**src/rtl/mac_pipe_element_if.sv**
```systemverilog
// Operand/result stream bundle for mac_pipe_element: input beat (a, b, mode, clr)
// with valid/ready, and output beat (acc, sat) with valid/ready.
interface mac_pipe_element_if #(
    parameter int DATA_W = 32,
    parameter int ACC_W  = 32
);
    logic              i_valid;
    logic              o_ready;
    logic [DATA_W-1:0] i_a;
    logic [DATA_W-1:0] i_b;
    logic [1:0]        i_mode;
    logic              i_acc_clr;
    logic              o_valid;
    logic              i_ready;
    logic [ACC_W-1:0]  o_acc;
    logic              o_sat;

    modport slave (
        input  i_valid, i_a, i_b, i_mode, i_acc_clr, i_ready,
        output o_ready, o_valid, o_acc, o_sat
    );

    modport master (
        output i_valid, i_a, i_b, i_mode, i_acc_clr, i_ready,
        input  o_ready, o_valid, o_acc, o_sat
    );
endinterface

```
**src/rtl/mac_pipe_element.sv**
```systemverilog
// Flow-controlled sum/product -> delay -> combine -> accumulate element.
// Define MAC_PIPE_SAT_EN for an unsigned saturating accumulator with sticky o_sat.
module mac_pipe_element #(
    parameter int DATA_W       = 32,
    parameter int ACC_W        = 32,
    parameter int EXTRA_STAGES = 0
) (
    input  logic                 i_clk,
    input  logic                 i_reset_n,
    mac_pipe_element_if.slave    bus
);
    // S1 and the pure-delay stages share one register array; index NS-1 feeds S2
    localparam int NS = EXTRA_STAGES + 1;

    logic [DATA_W-1:0] w_sum_p0;
    logic [DATA_W-1:0] w_prod_p0;

    logic [DATA_W-1:0] r_sum_p1  [NS];
    logic [DATA_W-1:0] r_prod_p1 [NS];
    logic [1:0]        r_mode_p1 [NS];
    logic              r_clr_p1  [NS];
    logic [NS-1:0]     r_vld_p1;
    logic [NS-1:0]     w_en_p1;

    logic [DATA_W-1:0] r_term_p2;
    logic              r_clr_p2;
    logic              r_vld_p2;
    logic              w_en_p2;

    logic [ACC_W-1:0]  r_acc_p3;
    logic              r_vld_p3;
    logic              w_en_p3;
    logic [ACC_W-1:0]  w_base_p3;
    logic [ACC_W-1:0]  w_acc_nxt_p3;

    function automatic logic [DATA_W-1:0] f_combine(
        input logic [1:0]        mode,
        input logic [DATA_W-1:0] sum,
        input logic [DATA_W-1:0] prod
    );
        case (mode)
            2'd0:    f_combine = sum ^ prod;
            2'd1:    f_combine = sum;
            2'd2:    f_combine = prod;
            default: f_combine = sum + prod;
        endcase
    endfunction

`ifdef MAC_PIPE_SAT_EN
    logic              r_sat_p3;
    logic              w_sat_nxt_p3;
    logic [ACC_W:0]    w_raw_p3;

    function automatic logic [ACC_W-1:0] f_sat(input logic [ACC_W:0] raw);
        f_sat = raw[ACC_W] ? {ACC_W{1'b1}} : raw[ACC_W-1:0];
    endfunction
`endif

    assign w_sum_p0  = bus.i_a + bus.i_b;
    assign w_prod_p0 = bus.i_a * bus.i_b;

    // A stage may load when it is empty or its content moves on this cycle
    always_comb begin
        logic en;
        w_en_p3 = ~r_vld_p3 | bus.i_ready;
        w_en_p2 = ~r_vld_p2 | w_en_p3;
        en      = w_en_p2;
        w_en_p1 = '0;
        for (int k = NS - 1; k >= 0; k--) begin
            en         = ~r_vld_p1[k] | en;
            w_en_p1[k] = en;
        end
    end

    always_comb begin
        w_base_p3 = r_clr_p2 ? '0 : r_acc_p3;
`ifdef MAC_PIPE_SAT_EN
        w_raw_p3     = {1'b0, w_base_p3} + (ACC_W + 1)'(r_term_p2);
        w_acc_nxt_p3 = f_sat(w_raw_p3);
        w_sat_nxt_p3 = w_raw_p3[ACC_W] | (~r_clr_p2 & r_sat_p3);
`else
        w_acc_nxt_p3 = w_base_p3 + ACC_W'(r_term_p2);
`endif
    end

    always_ff @(posedge i_clk or negedge i_reset_n) begin
        if (!i_reset_n) begin
            r_vld_p1 <= '0;
            r_vld_p2 <= 1'b0;
            r_vld_p3 <= 1'b0;
            r_acc_p3 <= '0;
        end else begin
            if (w_en_p1[0]) r_vld_p1[0] <= bus.i_valid;
            for (int k = 1; k < NS; k++) begin
                if (w_en_p1[k]) r_vld_p1[k] <= r_vld_p1[k-1];
            end
            if (w_en_p2) r_vld_p2 <= r_vld_p1[NS-1];
            if (w_en_p3) r_vld_p3 <= r_vld_p2;
            if (w_en_p3 && r_vld_p2) r_acc_p3 <= w_acc_nxt_p3;
        end
    end

`ifdef MAC_PIPE_SAT_EN
    always_ff @(posedge i_clk or negedge i_reset_n) begin
        if (!i_reset_n) begin
            r_sat_p3 <= 1'b0;
        end else if (w_en_p3 && r_vld_p2) begin
            r_sat_p3 <= w_sat_nxt_p3;
        end
    end

    assign bus.o_sat = r_sat_p3;
`else
    assign bus.o_sat = 1'b0;
`endif

    // ---- S1 / delay stages -> S2 data path (no reset on data) ----
    always_ff @(posedge i_clk) begin
        if (w_en_p1[0]) begin
            r_sum_p1[0]  <= w_sum_p0;
            r_prod_p1[0] <= w_prod_p0;
            r_mode_p1[0] <= bus.i_mode;
            r_clr_p1[0]  <= bus.i_acc_clr;
        end
        for (int k = 1; k < NS; k++) begin
            if (w_en_p1[k]) begin
                r_sum_p1[k]  <= r_sum_p1[k-1];
                r_prod_p1[k] <= r_prod_p1[k-1];
                r_mode_p1[k] <= r_mode_p1[k-1];
                r_clr_p1[k]  <= r_clr_p1[k-1];
            end
        end
        if (w_en_p2) begin
            r_term_p2 <= f_combine(r_mode_p1[NS-1], r_sum_p1[NS-1], r_prod_p1[NS-1]);
            r_clr_p2  <= r_clr_p1[NS-1];
        end
    end

    assign bus.o_ready = w_en_p1[0];
    assign bus.o_valid = r_vld_p3;
    assign bus.o_acc   = r_acc_p3;
endmodule
```
**src/flat_wrapper.sv**
```systemverilog
// flat-port wrapper written by rule: the top's interface ports become plain ports
module mac_pipe_element_flat 
#(
    parameter int DATA_W       = 32,
    parameter int ACC_W        = 32,
    parameter int EXTRA_STAGES = 0
)
  (i_clk, i_reset_n, bus_i_valid, bus_i_a, bus_i_b, bus_i_mode, bus_i_acc_clr, bus_i_ready, bus_o_ready, bus_o_valid, bus_o_acc, bus_o_sat);
  mac_pipe_element_if #(.DATA_W(DATA_W), .ACC_W(ACC_W)) bus_i ();
  input  logic i_clk;
  input  logic i_reset_n;
  input wire logic [$bits(bus_i.i_valid)-1:0] bus_i_valid;
  input wire logic [$bits(bus_i.i_a)-1:0] bus_i_a;
  input wire logic [$bits(bus_i.i_b)-1:0] bus_i_b;
  input wire logic [$bits(bus_i.i_mode)-1:0] bus_i_mode;
  input wire logic [$bits(bus_i.i_acc_clr)-1:0] bus_i_acc_clr;
  input wire logic [$bits(bus_i.i_ready)-1:0] bus_i_ready;
  output wire logic [$bits(bus_i.o_ready)-1:0] bus_o_ready;
  output wire logic [$bits(bus_i.o_valid)-1:0] bus_o_valid;
  output wire logic [$bits(bus_i.o_acc)-1:0] bus_o_acc;
  output wire logic [$bits(bus_i.o_sat)-1:0] bus_o_sat;
  assign bus_i.i_valid = bus_i_valid;
  assign bus_i.i_a = bus_i_a;
  assign bus_i.i_b = bus_i_b;
  assign bus_i.i_mode = bus_i_mode;
  assign bus_i.i_acc_clr = bus_i_acc_clr;
  assign bus_i.i_ready = bus_i_ready;
  assign bus_o_ready = bus_i.o_ready;
  assign bus_o_valid = bus_i.o_valid;
  assign bus_o_acc = bus_i.o_acc;
  assign bus_o_sat = bus_i.o_sat;
  mac_pipe_element #(.DATA_W(DATA_W), .ACC_W(ACC_W), .EXTRA_STAGES(EXTRA_STAGES)) u_core (.i_clk(i_clk), .i_reset_n(i_reset_n), .bus(bus_i));
endmodule
```
**config.mk**
```make
export PLATFORM = sky130hd
export DESIGN_NAME = mac_pipe_element_flat
export DESIGN_NICKNAME = d
export VERILOG_FILES = /design/src/rtl/mac_pipe_element_if.sv /design/src/rtl/mac_pipe_element.sv /design/src/flat_wrapper.sv
export SDC_FILE = /design/constraint.sdc
export NUM_CORES = 2
export LEC_CHECK = 0
export ABC_AREA = 0
export CORE_UTILIZATION = 30
export DETAILED_ROUTE_END_ITERATION = 8
export GPL_TIMING_DRIVEN = 0
export PLACE_DENSITY_LB_ADDON = 0.08
export SKIP_CTS_REPAIR_TIMING = 1
export SLEW_MARGIN = 25
export SYNTH_ARGS = -nofsm -noshare
export SYNTH_HDL_FRONTEND = slang
export SYNTH_SLANG_ARGS = --single-unit
```
**constraint.sdc**
```tcl
create_clock -name i_clk -period 8.98 [get_ports i_clk]
set_input_delay 0.898 -clock i_clk [delete_from_list [all_inputs] [get_ports i_clk]]
set_output_delay 0.898 -clock i_clk [all_outputs]
set_load 0.05 [all_outputs]
```
-- Word level (Yosys, flattened, before mapping)
Memories as Yosys holds them, arrays and structs flattened. A register that Yosys moved wholly into a read port is not among the register bits.
Index checks and enable logic that the tools add are counted.
- bits in registers: 67
- memory bits (writable): 67
- word-level logic and storage cells: 28
- memories kept: 4
- add/subtract/negate cells: 3
- multipliers: 1
- equality and inequality tests: 2
- mux-type cells: 4
- bitwise gates (word level): 7
- reduce and logical (&&, ||, !) cells: 2
- memory list (name ; words ; bits a word ; rd ports ; clocked after memory_dff ; write ports ; line ; text):
    u_core.r_prod_p1 ; 1 ; 32 ; 1 ; 0 ; 1 ; mac_pipe_element.sv:19 ; logic [DATA_W-1:0] r_prod_p1 [NS];
    u_core.r_sum_p1 ; 1 ; 32 ; 1 ; 0 ; 1 ; mac_pipe_element.sv:18 ; logic [DATA_W-1:0] r_sum_p1 [NS];
    u_core.r_mode_p1 ; 1 ; 2 ; 1 ; 0 ; 1 ; mac_pipe_element.sv:20 ; logic [1:0] r_mode_p1 [NS];
    u_core.r_clr_p1 ; 1 ; 1 ; 1 ; 1 ; 1 ; mac_pipe_element.sv:21 ; logic r_clr_p1 [NS];
- operators with widths (operator ; count):
    $add A32 B32 Y32 ; 3
    $pmux W32 S3 ; 1
    $mul A32 B32 Y32 ; 1
    $mux W32 ; 1
    $xor A32 B32 Y32 ; 1
    $not A1 Y1 ; 3
    $or A1 B1 Y1 ; 3
    $eq A2 B1 Y1 const B ; 1
    $eq A2 B2 Y1 const B ; 1
    $logic_not A2 Y1 ; 1
    $mux W1 ; 2
    $logic_and A1 B1 Y1 ; 1

-- Logic depth before layout (Yosys ltp)
- word-level depth: 6
- depth in mapped cells: 28

-- Worst setup path before layout
Ideal clock, no wire load.
- kind: input -> register
- start point: in bus_i_b[2]
- end point: mem u_core.r_prod_p1[0][31], data pin
- arrival: 7874 ps
- data required time: 8720 ps
- setup slack: 846 ps
- stages: 26
- buffers on the path: 2
- path through: clkbuf_1 -> clkbuf_1 -> and2_1 -> fa_1 -> inv_1 -> fa_1 -> fa_1 -> fa_1 -> inv_1 -> fa_1 -> inv_1 -> fa_1 -> inv_1 -> fa_1 -> fa_1 -> ha_1 -> a21oi_1 -> o21a_1 -> or4b_1 -> o21a_1 -> a311oi_4 -> o31ai_2 -> o41a_1 -> a21o_1 -> a21oi_2 -> xnor2_1
- longest elaborated chain between the ends: 1
- RTL lines (what ; line ; text):
    from (decl) ; flat_wrapper.sv:14 ; input wire logic [$bits(bus_i.i_b)-1:0] bus_i_b;
    $mul A32 B32 Y32 ; mac_pipe_element.sv:60 ; assign w_prod_p0 = bus.i_a * bus.i_b;
    net u_core.w_prod_p0[31] ; mac_pipe_element.sv:16 ; logic [DATA_W-1:0] w_prod_p0;
    to (decl) ; mac_pipe_element.sv:19 ;
The timed path passes the listed nets, and every way through them passes these cells.

-- Worst setup path in the final report
- start point: in bus_i_b[12]
- end point: mem u_core.r_prod_p1[0][31], data pin
Same word-level chain as after synthesis.

==> flow_results.xml <==
<?xml version="1.0" encoding="UTF-8"?>
<metrics>
  <group name="global_routing">
    <metric name="grt_pass1_wl" unit="um">138000</metric>
    <metric name="largest_net_degree_at_the_start_of_global_routing" unit="">29</metric>
    <metric name="first_global_vias" unit="">21100</metric>
    <metric name="antenna_found_initial" unit="">8</metric>
    <metric name="gr-usage-all-layers" unit="%">22.1</metric>
    <metric name="overflow" unit="">0</metric>
  </group>
  <group name="placed_design">
    <metric name="dp_hpwl" unit="um">78300</metric>
    <metric name="dp_slack" unit="ns">-1.18</metric>
    <metric name="port-buffer-count" unit="">104</metric>
    <metric name="routability_congestion" unit="">0.891</metric>
    <metric name="dpl-instance-area" unit="sq um">27700</metric>
  </group>
  <group name="logic_synthesis">
    <metric name="yosys.area.top_type" unit="">sky130_fd_sc_hd__fa_1</metric>
    <metric name="synthDistinctLibCells" unit="">71</metric>
    <metric name="async_flop_share" unit="%">25.9</metric>
    <metric name="yosys.area.top_type_share" unit="%">32.6</metric>
    <metric name="synthesis.nets" unit="">3420</metric>
    <metric name="ys.warnings.count" unit="">0</metric>
    <metric name="synth_enable_flop_cells" unit="">100</metric>
    <metric name="syn_inst" unit="">2722</metric>
    <metric name="synth-main-ff-cell" unit="">sky130_fd_sc_hd__edfxtp_1</metric>
    <metric name="synth_seq_cells" unit="">135</metric>
    <metric name="netlist_area" unit="sq um">25200</metric>
    <metric name="syn_avg_cell_area" unit="sq um">9.27</metric>
    <metric name="synth_seq_area_share" unit="%">15.4</metric>
    <metric name="top_post_synthesis_cells_by_area" unit="">sky130_fd_sc_hd__fa_1 33%, sky130_fd_sc_hd__edfxtp_1 12%, sky130_fd_sc_hd__ha_1 11%</metric>
  </group>
  <group name="sta">
    <metric name="finClkSkew" unit="ns">0.00913</metric>
    <metric name="layout_min_cycle_time" unit="ns">8.76</metric>
    <metric name="max_clock_freq" unit="MHz">114</metric>
    <metric name="timing.final.crit_share" unit="%">97.5</metric>
    <metric name="worst-slew-pin-transition" unit="ns">0.973</metric>
    <metric name="hold_viol" unit="">0</metric>
    <metric name="grt_setup_unrepaired" unit="">false</metric>
    <metric name="number_of_max_slew_violations_in_the_final_report" unit="">0</metric>
    <metric name="final.hold.worst_slack" unit="ns">0.314</metric>
    <metric name="worst_case_setup_margin_in_the_final_layout" unit="ns">0.220</metric>
    <metric name="finalSetupViolCount" unit="">0</metric>
    <metric name="timing.slew.headroom" unit="%">35.1</metric>
    <metric name="fin_setup_tns" unit="ns">0</metric>
  </group>
  <group name="detailed_routing">
    <metric name="detailed_routing_iterations_pass_1" unit="">7</metric>
    <metric name="drt-met1-wl" unit="um">41400</metric>
    <metric name="met3RoutedLength" unit="um">3660</metric>
    <metric name="initialDrtViolationCount" unit="">1005</metric>
    <metric name="drt-vias-per-instance" unit="">4.94</metric>
    <metric name="detail_route.wirelength" unit="um">92300</metric>
    <metric name="drc" unit="">0</metric>
    <metric name="antenna_left" unit="">0</metric>
    <metric name="routed.top_layer" unit="">met4</metric>
    <metric name="num_vias" unit="">19500</metric>
    <metric name="detail_route.wl_per_cell" unit="um">23.4</metric>
    <metric name="dr_wl_met2" unit="um">44700</metric>
  </group>
  <group name="critical_path">
    <metric name="worst-setup-path-type" unit="">input port to flip-flop</metric>
    <metric name="crit-reg2reg-launch" unit="">u_core.r_clr_p2$_DFFE_PP_</metric>
    <metric name="endpoint_kind" unit="">flip-flop</metric>
    <metric name="worst-endpoint-arrival" unit="ns">8.93</metric>
    <metric name="timing.critical_path.from" unit="">bus_i_b[12]</metric>
    <metric name="critPathMaxFanout" unit="">11</metric>
    <metric name="timing.critical_path.required" unit="ns">9.15</metric>
    <metric name="element_type_at_the_critical_path_start" unit="">input port</metric>
  </group>
  <group name="cts">
    <metric name="cts_buffers" unit="">17</metric>
    <metric name="ctsLongestPathBuffers" unit="">2</metric>
    <metric name="cts_tree" unit="">yes</metric>
    <metric name="ctsHtreeMaxLevel" unit="">4</metric>
    <metric name="cts.sinks" unit="">135</metric>
    <metric name="reg_clk_slew_reported_paths" unit="ns">0.06</metric>
    <metric name="cts-root-buf" unit="">sky130_fd_sc_hd__clkbuf_16</metric>
    <metric name="clock_insertion_delay_worst_skew" unit="ns">0.43</metric>
  </group>
  <group name="finish">
    <metric name="stdcell_area" unit="sq um">28400</metric>
    <metric name="nFillCells" unit="">8599</metric>
    <metric name="layout_cells_sized_above_1" unit="%">3.91</metric>
    <metric name="final_net_count" unit="">3552</metric>
    <metric name="multi_input_area" unit="sq um">19300</metric>
    <metric name="layout-area-overhead-vs-synth" unit="%">12.6</metric>
    <metric name="seq_area" unit="sq um">3880</metric>
    <metric name="layout.cells.most_common_list" unit="">425 x sky130_fd_sc_hd__inv_1, 411 x sky130_fd_sc_hd__fa_1, 337 x sky130_fd_sc_hd__nand2_1, 286 x sky130_fd_sc_hd__and2_1, 216 x sky130_fd_sc_hd__ha_1</metric>
    <metric name="layout_commonest_cell" unit="">sky130_fd_sc_hd__inv_1</metric>
  </group>
  <group name="die">
    <metric name="floorplan.die_area" unit="sq um">85300</metric>
    <metric name="row_count" unit="">105</metric>
    <metric name="initial_utilization" unit="%">30.5</metric>
    <metric name="die-width" unit="um">292</metric>
    <metric name="fp.dieH" unit="um">292</metric>
    <metric name="core_area" unit="sq um">82600</metric>
    <metric name="ioPinCount" unit="">106</metric>
  </group>
  <group name="job">
    <metric name="max-cap-violations" unit="">0</metric>
  </group>
  <group name="hold_path">
    <metric name="hold_class" unit="">input port to async pin</metric>
  </group>
  <group name="run_status">
    <metric name="run_status" unit="">complete, no violations</metric>
  </group>
</metrics>
-- synth_stat cells, drive strengths merged, types with 6 or more instances --
library cell and count:
and3 8, dfrtp 35, nand2b 25, nor2b 43, a311oi 6, o31ai 9
a21oi 124, nor3 31, o21bai 12, mux2i 8, ha 216, nor2 76
a211oi 22, edfxtp 100, fa 411, nand4 6, a31oi 10, xor2 45
a21o 45, xnor2 101, nand3 21, or2 6, clkbuf 110, nand2 337
mux4 6, inv 426, a31o 7, and2 286, o22ai 11, o21a 30
o21ai 82
-- sequential cells by signal, summed over array words and instances, names as in the netlist --
signal	count
u_core.r_mode_p1	2
u_core.bus.o_valid	1
u_core.r_term_p2	32
u_core.r_clr_p1	1
u_core.r_sum_p1	32
u_core.r_prod_p1	32
u_core.bus.o_acc	32
u_core.r_clr_p2	1
u_core.r_vld_p1	1
u_core.r_vld_p2	1
-- final timing paths --
kind,to,slack (ns),cells after the start
setup / recovery,u_core.r_prod_p1[0][31]$_DFFE_PP_,0.22,25
hold reg to reg,u_core.r_clr_p2$_DFFE_PP_,0.42,0
min in group i_clk,u_core.r_clr_p2$_DFFE_PP_,0.42,0
setup reg to reg,u_core.bus.o_acc[31]$_DFFE_PN0P_,4.49,14
hold / removal,u_core.bus.o_acc[5]$_DFFE_PN0P_,0.31,1
max in group asynchronous,u_core.bus.o_acc[25]$_DFFE_PN0P_,8.23,2
-- per-layer routing --
metal,vias to the layer above,GRT usage (%)
met5,-,0
met4,0,6.65
met3,122,1.68
met2,511,38.3
met1,9869,29.2
li1,8959,-
-- critical path: stages --
cell and delay [ns]:
sky130_fd_sc_hd__clkdlybuf4s50_1 0.94, sky130_fd_sc_hd__clkbuf_1 0.63, sky130_fd_sc_hd__nand2_1 0.16, sky130_fd_sc_hd__fa_1 0.56, sky130_fd_sc_hd__inv_1 0.06, sky130_fd_sc_hd__fa_1 0.38, sky130_fd_sc_hd__fa_1 0.49, sky130_fd_sc_hd__inv_1 0.05
sky130_fd_sc_hd__fa_1 0.47, sky130_fd_sc_hd__inv_1 0.04, sky130_fd_sc_hd__ha_1 0.26, sky130_fd_sc_hd__ha_1 0.29, sky130_fd_sc_hd__fa_1 0.41, sky130_fd_sc_hd__fa_1 0.45, sky130_fd_sc_hd__ha_1 0.40, sky130_fd_sc_hd__a21oi_1 0.17
sky130_fd_sc_hd__o21a_1 0.19, sky130_fd_sc_hd__or4b_1 0.45, sky130_fd_sc_hd__o21a_1 0.25, sky130_fd_sc_hd__a311oi_4 0.33, sky130_fd_sc_hd__o31ai_2 0.16, sky130_fd_sc_hd__o41a_1 0.37, sky130_fd_sc_hd__a21o_1 0.20, sky130_fd_sc_hd__a21oi_2 0.14
sky130_fd_sc_hd__xnor2_1 0.11
-- layout make-up --
cell class | count | share of cell area [%]
diodes | 6 | 0.0529
plain buffers | 114 | 1.80
clock buffers | 18 | 1.51
clock inverters | 14 | 0.643
inverters | 426 | 5.63
multi-input cells | 2047 | 68.0
flip-flops and latches | 135 | 13.7
well taps | 1070 | 4.71
repair buffers | 113 | 3.97
-- stage by stage --
step,utilization (%),std cells
floorplan,-,2722
global placement,33.4,3896
detailed placement,33.5,3905
CTS,34.3,3937
global route,34.4,3937
finish,34.4,3943
-- cells by family after synthesis --
| group | after synthesis | share of synthesized area, % |
|---|---|---|
| compound gates | 400 | 10.3 |
| buf+inv | 540 | 8.05 |
| flops | 135 | 15.4 |
| other cells | 1 | 0.0149 |
| mux | 15 | 0.898 |
| fa+ha+maj | 627 | 43.3 |
| simple gates | 858 | 17.0 |
| xor+xnor | 146 | 5.07 |
Power is left out: the tool's default activity adds up to more than one toggle a clock period on the data nets, which glitch-free logic cannot reach.
